$ cat src/rtl/comptest_pkg.sv
// Shared types for the comparator-test mux scan sequencer.
package comptest_pkg;

  localparam int unsigned ADR_W_DEF = 4;

  typedef enum logic [2:0] {
    StIdle,
    StCheck,
    StLoad,
    StSettle,
    StArm,
    StFire,
    StNext
  } state_e;

endpackage

$ cat src/rtl/adr_gen.sv
// Combinational address generator: high channel plus med/low offsets, wrapping mod 2**ADR_W.
module adr_gen
  import comptest_pkg::*;
#(
  parameter int unsigned ADR_W = ADR_W_DEF
) (
  input  logic [ADR_W-1:0] i_ch,
  input  logic [ADR_W-1:0] i_med_off,
  input  logic [ADR_W-1:0] i_low_off,
  output logic [ADR_W-1:0] o_high,
  output logic [ADR_W-1:0] o_med,
  output logic [ADR_W-1:0] o_low
);

  assign o_high = i_ch;
  assign o_med  = i_ch + i_med_off;
  assign o_low  = i_ch + i_low_off;

endmodule

$ cat src/rtl/mux_scan_sequencer.sv
// Steps high/med/low pulse-mux addresses across a channel range, settling and firing pulses
// per channel; refuses to enable the mux on overlapping addresses.
module mux_scan_sequencer
  import comptest_pkg::*;
#(
  parameter int unsigned ADR_W    = ADR_W_DEF,
  parameter int unsigned SETTLE_W = 8,
  parameter int unsigned REPS_W   = 8,
  parameter int unsigned ACK_TO   = 255
) (
  input  logic                clock,
  input  logic                reset_n,
  input  logic                start,
  input  logic                abort,
  input  logic [ADR_W-1:0]    first_ch,
  input  logic [ADR_W-1:0]    last_ch,
  input  logic [ADR_W-1:0]    med_offset,
  input  logic [ADR_W-1:0]    low_offset,
  input  logic [SETTLE_W-1:0] settle_cycles,
  input  logic [REPS_W-1:0]   num_pulses,
  input  logic                pulse_ack,
  output logic [ADR_W-1:0]    high_adr,
  output logic [ADR_W-1:0]    med_adr,
  output logic [ADR_W-1:0]    low_adr,
  output logic                mux_en,
  output logic                pulse_req,
  output logic                busy,
  output logic                done,
  output logic                err
);

  localparam int unsigned TO_W = (ACK_TO > 1) ? $clog2(ACK_TO) : 1;

  state_e              r_state, w_state_d;
  logic [ADR_W-1:0]    r_ch, w_ch_d;
  logic [ADR_W-1:0]    r_last, r_med_off, r_low_off;
  logic [SETTLE_W-1:0] r_settle;
  logic [REPS_W-1:0]   r_pulses;
  logic [SETTLE_W-1:0] r_cnt, w_cnt_d;
  logic [REPS_W-1:0]   r_reps, w_reps_d;
  logic [TO_W-1:0]     r_to_cnt, w_to_d;
  logic [ADR_W-1:0]    r_high, r_med, r_low;
  logic [ADR_W-1:0]    w_high, w_med, w_low;
  logic                r_mux_en, w_mux_en_d;
  logic                r_pulse_req, w_pulse_req_d;
  logic                r_done, w_done_d;
  logic                r_err, w_err_d;
  logic                w_capture, w_load, w_ack;

  adr_gen #(
    .ADR_W(ADR_W)
  ) u_adr_gen (
    .i_ch     (r_ch),
    .i_med_off(r_med_off),
    .i_low_off(r_low_off),
    .o_high   (w_high),
    .o_med    (w_med),
    .o_low    (w_low)
  );

  // An ack only counts while a request is actually outstanding.
  assign w_ack = (r_state == StFire) && r_pulse_req && pulse_ack;

  always_comb begin
    w_state_d = r_state;
    w_ch_d    = r_ch;
    w_cnt_d   = r_cnt;
    w_reps_d  = r_reps;
    w_to_d    = r_to_cnt;
    w_err_d   = r_err;
    w_done_d  = 1'b0;
    w_capture = 1'b0;
    w_load    = 1'b0;
    if (abort) begin
      w_state_d = StIdle;
    end else begin
      unique case (r_state)
        StIdle: begin
          if (start) begin
            w_capture = 1'b1;
            w_err_d   = 1'b0;
            w_ch_d    = first_ch;
            w_state_d = StCheck;
          end
        end
        StCheck: begin
          if ((r_med_off == '0) || (r_low_off == '0) || (r_med_off == r_low_off)) begin
            w_err_d   = 1'b1;
            w_state_d = StIdle;
          end else begin
            w_state_d = StLoad;
          end
        end
        StLoad: begin
          w_load    = 1'b1;
          w_cnt_d   = r_settle;
          w_state_d = StSettle;
        end
        StSettle: begin
          // Treating 0 like 1 guarantees at least one settle cycle.
          w_cnt_d = r_cnt - 1'b1;
          if (r_cnt <= SETTLE_W'(1)) w_state_d = StArm;
        end
        StArm: begin
          w_reps_d  = r_pulses;
          w_to_d    = '0;
          w_state_d = (r_pulses == '0) ? StNext : StFire;
        end
        StFire: begin
          if (w_ack) begin
            w_reps_d = r_reps - 1'b1;
            w_to_d   = '0;
            if (r_reps == REPS_W'(1)) w_state_d = StNext;
          end else if (r_pulse_req) begin
            if (r_to_cnt == TO_W'(ACK_TO - 1)) begin
              w_err_d   = 1'b1;
              w_state_d = StIdle;
            end else begin
              w_to_d = r_to_cnt + 1'b1;
            end
          end
        end
        StNext: begin
          if (r_ch == r_last) begin
            w_done_d  = 1'b1;
            w_state_d = StIdle;
          end else begin
            w_ch_d    = r_ch + 1'b1;
            w_state_d = StLoad;
          end
        end
        default: w_state_d = StIdle;
      endcase
    end
    w_mux_en_d    = (w_state_d == StArm) || (w_state_d == StFire);
    // Request drops for one cycle after each accepted ack, then re-asserts.
    w_pulse_req_d = (w_state_d == StFire) && !w_ack;
  end

  always_ff @(posedge clock or negedge reset_n) begin
    if (!reset_n) begin
      r_state     <= StIdle;
      r_ch        <= '0;
      r_last      <= '0;
      r_med_off   <= '0;
      r_low_off   <= '0;
      r_settle    <= '0;
      r_pulses    <= '0;
      r_cnt       <= '0;
      r_reps      <= '0;
      r_to_cnt    <= '0;
      r_high      <= '0;
      r_med       <= '0;
      r_low       <= '0;
      r_mux_en    <= 1'b0;
      r_pulse_req <= 1'b0;
      r_done      <= 1'b0;
      r_err       <= 1'b0;
    end else begin
      r_state     <= w_state_d;
      r_ch        <= w_ch_d;
      r_cnt       <= w_cnt_d;
      r_reps      <= w_reps_d;
      r_to_cnt    <= w_to_d;
      r_mux_en    <= w_mux_en_d;
      r_pulse_req <= w_pulse_req_d;
      r_done      <= w_done_d;
      r_err       <= w_err_d;
      if (w_capture) begin
        r_last    <= last_ch;
        r_med_off <= med_offset;
        r_low_off <= low_offset;
        r_settle  <= settle_cycles;
        r_pulses  <= num_pulses;
      end
      if (w_load) begin
        r_high <= w_high;
        r_med  <= w_med;
        r_low  <= w_low;
      end
    end
  end

  assign high_adr  = r_high;
  assign med_adr   = r_med;
  assign low_adr   = r_low;
  assign mux_en    = r_mux_en;
  assign pulse_req = r_pulse_req;
  assign busy      = (r_state != StIdle);
  assign done      = r_done;
  assign err       = r_err;

endmodule

$ cat config.mk
export PLATFORM = sky130hd
export DESIGN_NAME = mux_scan_sequencer
export DESIGN_NICKNAME = d
export VERILOG_FILES = /design/src/rtl/comptest_pkg.sv /design/src/rtl/adr_gen.sv /design/src/rtl/mux_scan_sequencer.sv
export SDC_FILE = /design/constraint.sdc
export NUM_CORES = 1
export LEC_CHECK = 0
export CORE_MARGIN = 10
export CORE_UTILIZATION = 50
export DETAILED_ROUTE_END_ITERATION = 8
export MAX_ROUTING_LAYER = met4
export PLACE_DENSITY = 0.84
export SYNTH_ARGS = -nofsm -noshare
export SYNTH_HDL_FRONTEND = slang
export SYNTH_SLANG_ARGS = --single-unit
$ cat constraint.sdc
create_clock -name clock -period 1.95 [get_ports clock]
set_input_delay 0.195 -clock clock [delete_from_list [all_inputs] [get_ports clock]]
set_output_delay 0.195 -clock clock [all_outputs]
set_load 0.02 [all_outputs]
==> impl.org <==
** Outcome
- The run finished with clean final reports.

** Synth
- In this run, synthesis produced a sequential element count of 75.
- After synthesis, the share of cell area in mux cells is 0.0755.
- Yosys mapped a number of flops with a built-in enable equal to 0.
- Gate count of the mapped netlist :: just over 400
- The number of nets handed over by synthesis was 455.
- Of the total synthesized cell area, the portion taken by full adders, half adders and majority gates is 0.0505.
- Biggest area contributors in the synthesized netlist :: dfrtp_1, nand2_1, ha_1, mux2_1, a21oi_1
- Summing every instance area after synthesis gives between 4000 and 5000 µm².
- Dominant combinational cell family by area after synthesis :: simple AND/OR/NAND/NOR gates
- Synthesized-area fraction occupied by ao, oa, aoi and oai cells :: 0.148
- Synth Flop Type :: dfrtp_1
- In the synthesized netlist, the cells that appear most often are dfrtp_1, nand2_1, a21oi_1.
- The share of synthesized area in the top cell type comes to 0.468.
- For this run, the register share of the synthesized area comes to 0.468.
- Of the total synthesized cell area, the portion taken by XOR and XNOR cells is 0.0327.
- For this run, the number of Yosys warnings is 0.
- Simple-gate area share of the yosys netlist :: 0.184
- Most frequent cell after synthesis :: dfrtp_1
- Synthesized area per cell :: ~10 µm²
- The synthesized design spends more area on one cell type than any other, namely dfrtp_1.
- After synthesis, the share of flip-flops with an asynchronous set or reset is 1.00.
- Counting distinct cell types in the post-synthesis netlist gives 63.

** Setup path
- CP cell instances :: or4_4 -> or4_4 -> nand2_2 -> a21boi_2 -> nor4b_4
- Type of the setup path with the least slack :: flop to flop
- Top fanout value on the critical path :: 4
- Slowest-stage cell, CP :: or4_4
- The worst setup path is launched from a flop.
- The worst setup path is captured at a flop.
- Critical Path AT :: roughly 2.1 ns
- Required time of the critical path :: 2.20 ns
- In this design, the critical path's most frequently occurring cell is or4_4.
- On the worst path, the slowest cell contributes a delay of 0.53 ns.

** Global route
- Wire length of the first global-routing pass :: around 16 mm
- Summed over all layers, the global routing overflow is 0.
- Entering global routing, the biggest net connects 76 pins.
- The via count of the first global-routing pass is ~3,300.
- Global routing usage summed across all routing layers :: 0.169
- The initial antenna violation count was 0.

** Floorplanning
- Initial cell density of the core :: 0.517
- Standard cell core area :: 7770 µm²
- Die Y-Extent :: roughly 110 µm
- In this run the core area contains 32 standard-cell rows.
- The die covers 12,000 µm².
- Die Wd :: about 110 µm
- For this design the top-level I/O count stands at between 50 and 60.

** STA
- The count of pins over their slew limit was 0.
- Layout Skew :: between 0.01 and 0.015 ns
- Slew headroom :: 0.687
- Setup violations remaining at the end of the flow were counted as 0.
- Hold violation count in the final report :: 0
- Setup repair after global routing left no endpoint under its margin.
- Worst Hold Slack :: 0.394 ns
- Part of the cycle the worst path needs :: 0.955
- Across all setup checks in the final design, the least slack found is slightly below 0.09 ns.
- Final critical delay including setup and external delays :: 1.86 ns
- Transition time of the tightest slew-check pin :: 0.470 ns
- Peak Freq :: between 500 and 600 MHz

** Finish
- Combined area of the multi-input logic cells :: 1980 µm²
- Relative to the synthesized area, the layout overhead comes to 24.2%.
- Fill cell instance count of the final layout :: about 640
- Share of post-route cells with drive strength above 1 :: 0.145
- For this run, the number of standard cells in the final layout without fillers is approximately 580.
- Nets@finish :: 524
- Seq. cell area :: 1880 µm²
- Antenna cells :: 0

** Placed design
- Counting tap cells, the placed design contains a total of between 500 and 600 instances.
- Before CTS, the worst setup slack after placement is -0.00892 ns.
- During placement, the flow inserted port buffers numbering 53.
- Routability-driven placement finished with a final weighted congestion of 0.892.
- Detailed placement ended at an HPWL of between 6 and 7 mm.

** Clock tree
- In this run the clock root is driven by a clkbuf_8.
- After clock tree synthesis, the clock-pin slew on the worst setup and hold paths is about 0.09 ns.
- Buffers inserted during clock tree synthesis total 9.
- TritonCTS built the clock tree.
- Once the clock tree was built, the setup fixing pass inserted 0 buffers.
- The clock drives 75 sinks.
- The H-tree was split into 3 levels.
- Clock latency at the later pin of the worst-skew pair :: between 0.3 and 0.4 ns
- Deepest clock path buffer count :: 2

** Run
- Max-cap viol count :: 0

** Route
- Residual DRC :: 0
- Wire length per cell :: approximately 17 µm
- Avg Vias per Cell :: roughly 5.7
- For this run, the detailed router's first-pass iteration total came to 5.
- Total vias in the final route :: 3,283
- Final wirelength :: 9.63 mm
- After the first detailed-routing iteration, the DRC count stood at about 120.
- DRT antenna net count :: 0

** Hold path
- In this run the worst hold path is classified as input pin to async pin.

** Power and ir drop
- The design draws approximately 6.2 mW.
- Maximum resistive drop on vdd :: about 0.53 mV
- Pwr/cell area :: around 1200 nW/µm²
- For this design the static power due to leakage is roughly 2.1 nW.
[repair_timing]
item | 4_1_cts | 5_1_grt
gates resized for setup | 1 | 2
gates cloned | 0 | 0
setup endpoints to repair | 1 | 2
endpoints found under the hold margin | 75 | 0
hold buffers | 1 | 0
[power by group]
group,internal [mW],switching (mW)
Sequential,2.06,0.472
Clock,0.729,0.637
Combinational,1.15,1.15
Total,3.94,2.26
[layout by cell type (no fill, tap or decap), drive strengths merged, types with 3 or more instances in the layout]
cell type,n
xor2,7
clkdlybuf4s50,51
xnor2,8
a21oi,30
and2,3
a22oi,3
inv,17
or3,3
a31oi,7
mux2,26
o22ai,4
o21ai,33
nand4,3
nor2,26
clkbuf,9
dfrtp,75
o31ai,4
clkinvlp,3
buf,22
a21o,4
ha,13
nand2b,7
nor4,7
nor3,6
nand2,54
nand3,12
[area by class of cell]
cell class                 instances  share of cell area
clock inverter                     7              0.0201
timing repair buffer              75               0.144
clock buffer                       9              0.0248
sequential                        75               0.377
multi-input combinational        296               0.398
tap                              102              0.0256
inverter                          15              0.0113
[state kept, by name, summed over array words and instances (netlist names)]
name,cells
low_adr,4
r_reps,8
done,1
r_state,3
r_low_off,4
r_cnt,8
r_pulses,8
err,1
r_to_cnt,8
mux_en,1
med_adr,4
r_last,4
r_settle,8
r_med_off,4
r_ch,4
pulse_req,1
high_adr,4
[critical path: cells and delay by family, from the launching register on]
| kind | cells | cell delay, ns |
|---|---|---|
| AND/OR/NAND/NOR | 4 | 1.26 |
| flip-flops | 1 | 0.43 |
| AO/OA/AOI/OAI | 1 | 0.06 |
[final timing paths]
check,from,end,slack [ns],cells after the start
min in group clock,low_offset[1],r_low_off[1],0.40,3
max,r_reps[5],pulse_req,0.09,5
min reg2reg,high_adr[0],high_adr[0],0.48,2
max in group asynchronous,reset_n,r_med_off[2],1.24,3
max reg2reg,r_reps[5],pulse_req,0.09,5
min,reset_n,pulse_req,0.39,3
[kinds of logic (layout without fill, tap and decap cells)]
logic type      count (synthesis)  in the layout
simple gates                  140            140
fa+ha+maj                      15             15
flops                          75             75
compound gates                 99             99
buf+inv                        32            106
mux                            27             27
xor+xnor                       15             15
[metrics by stage]
| stage | setup TNS [ns] | cell area, µm² | util |
|---|---|---|---|
| after floorplan | 0 | 4010 | - |
| after global placement | 0 | 4750 | 0.611 |
| after detailed placement | -0.0220 | 4750 | 0.611 |
| after CTS | 0 | 4980 | 0.641 |
| after global routing | 0 | 4980 | 0.642 |
| final | 0 | 4980 | 0.642 |
[layer usage]
layer / GRT usage / up-vias / share of wire / wire (µm)
met4: 0.0874 / 0 / 0.029 / 275
met3: 0.0263 / 20 / 0.040 / 386
li1: - / 1576 / - / -
met1: 0.190 / 1605 / 0.42 / 4010
met5: - / - / 0 / 0
met2: 0.284 / 82 / 0.52 / 4960
Power figures use the tool's default switching activity.
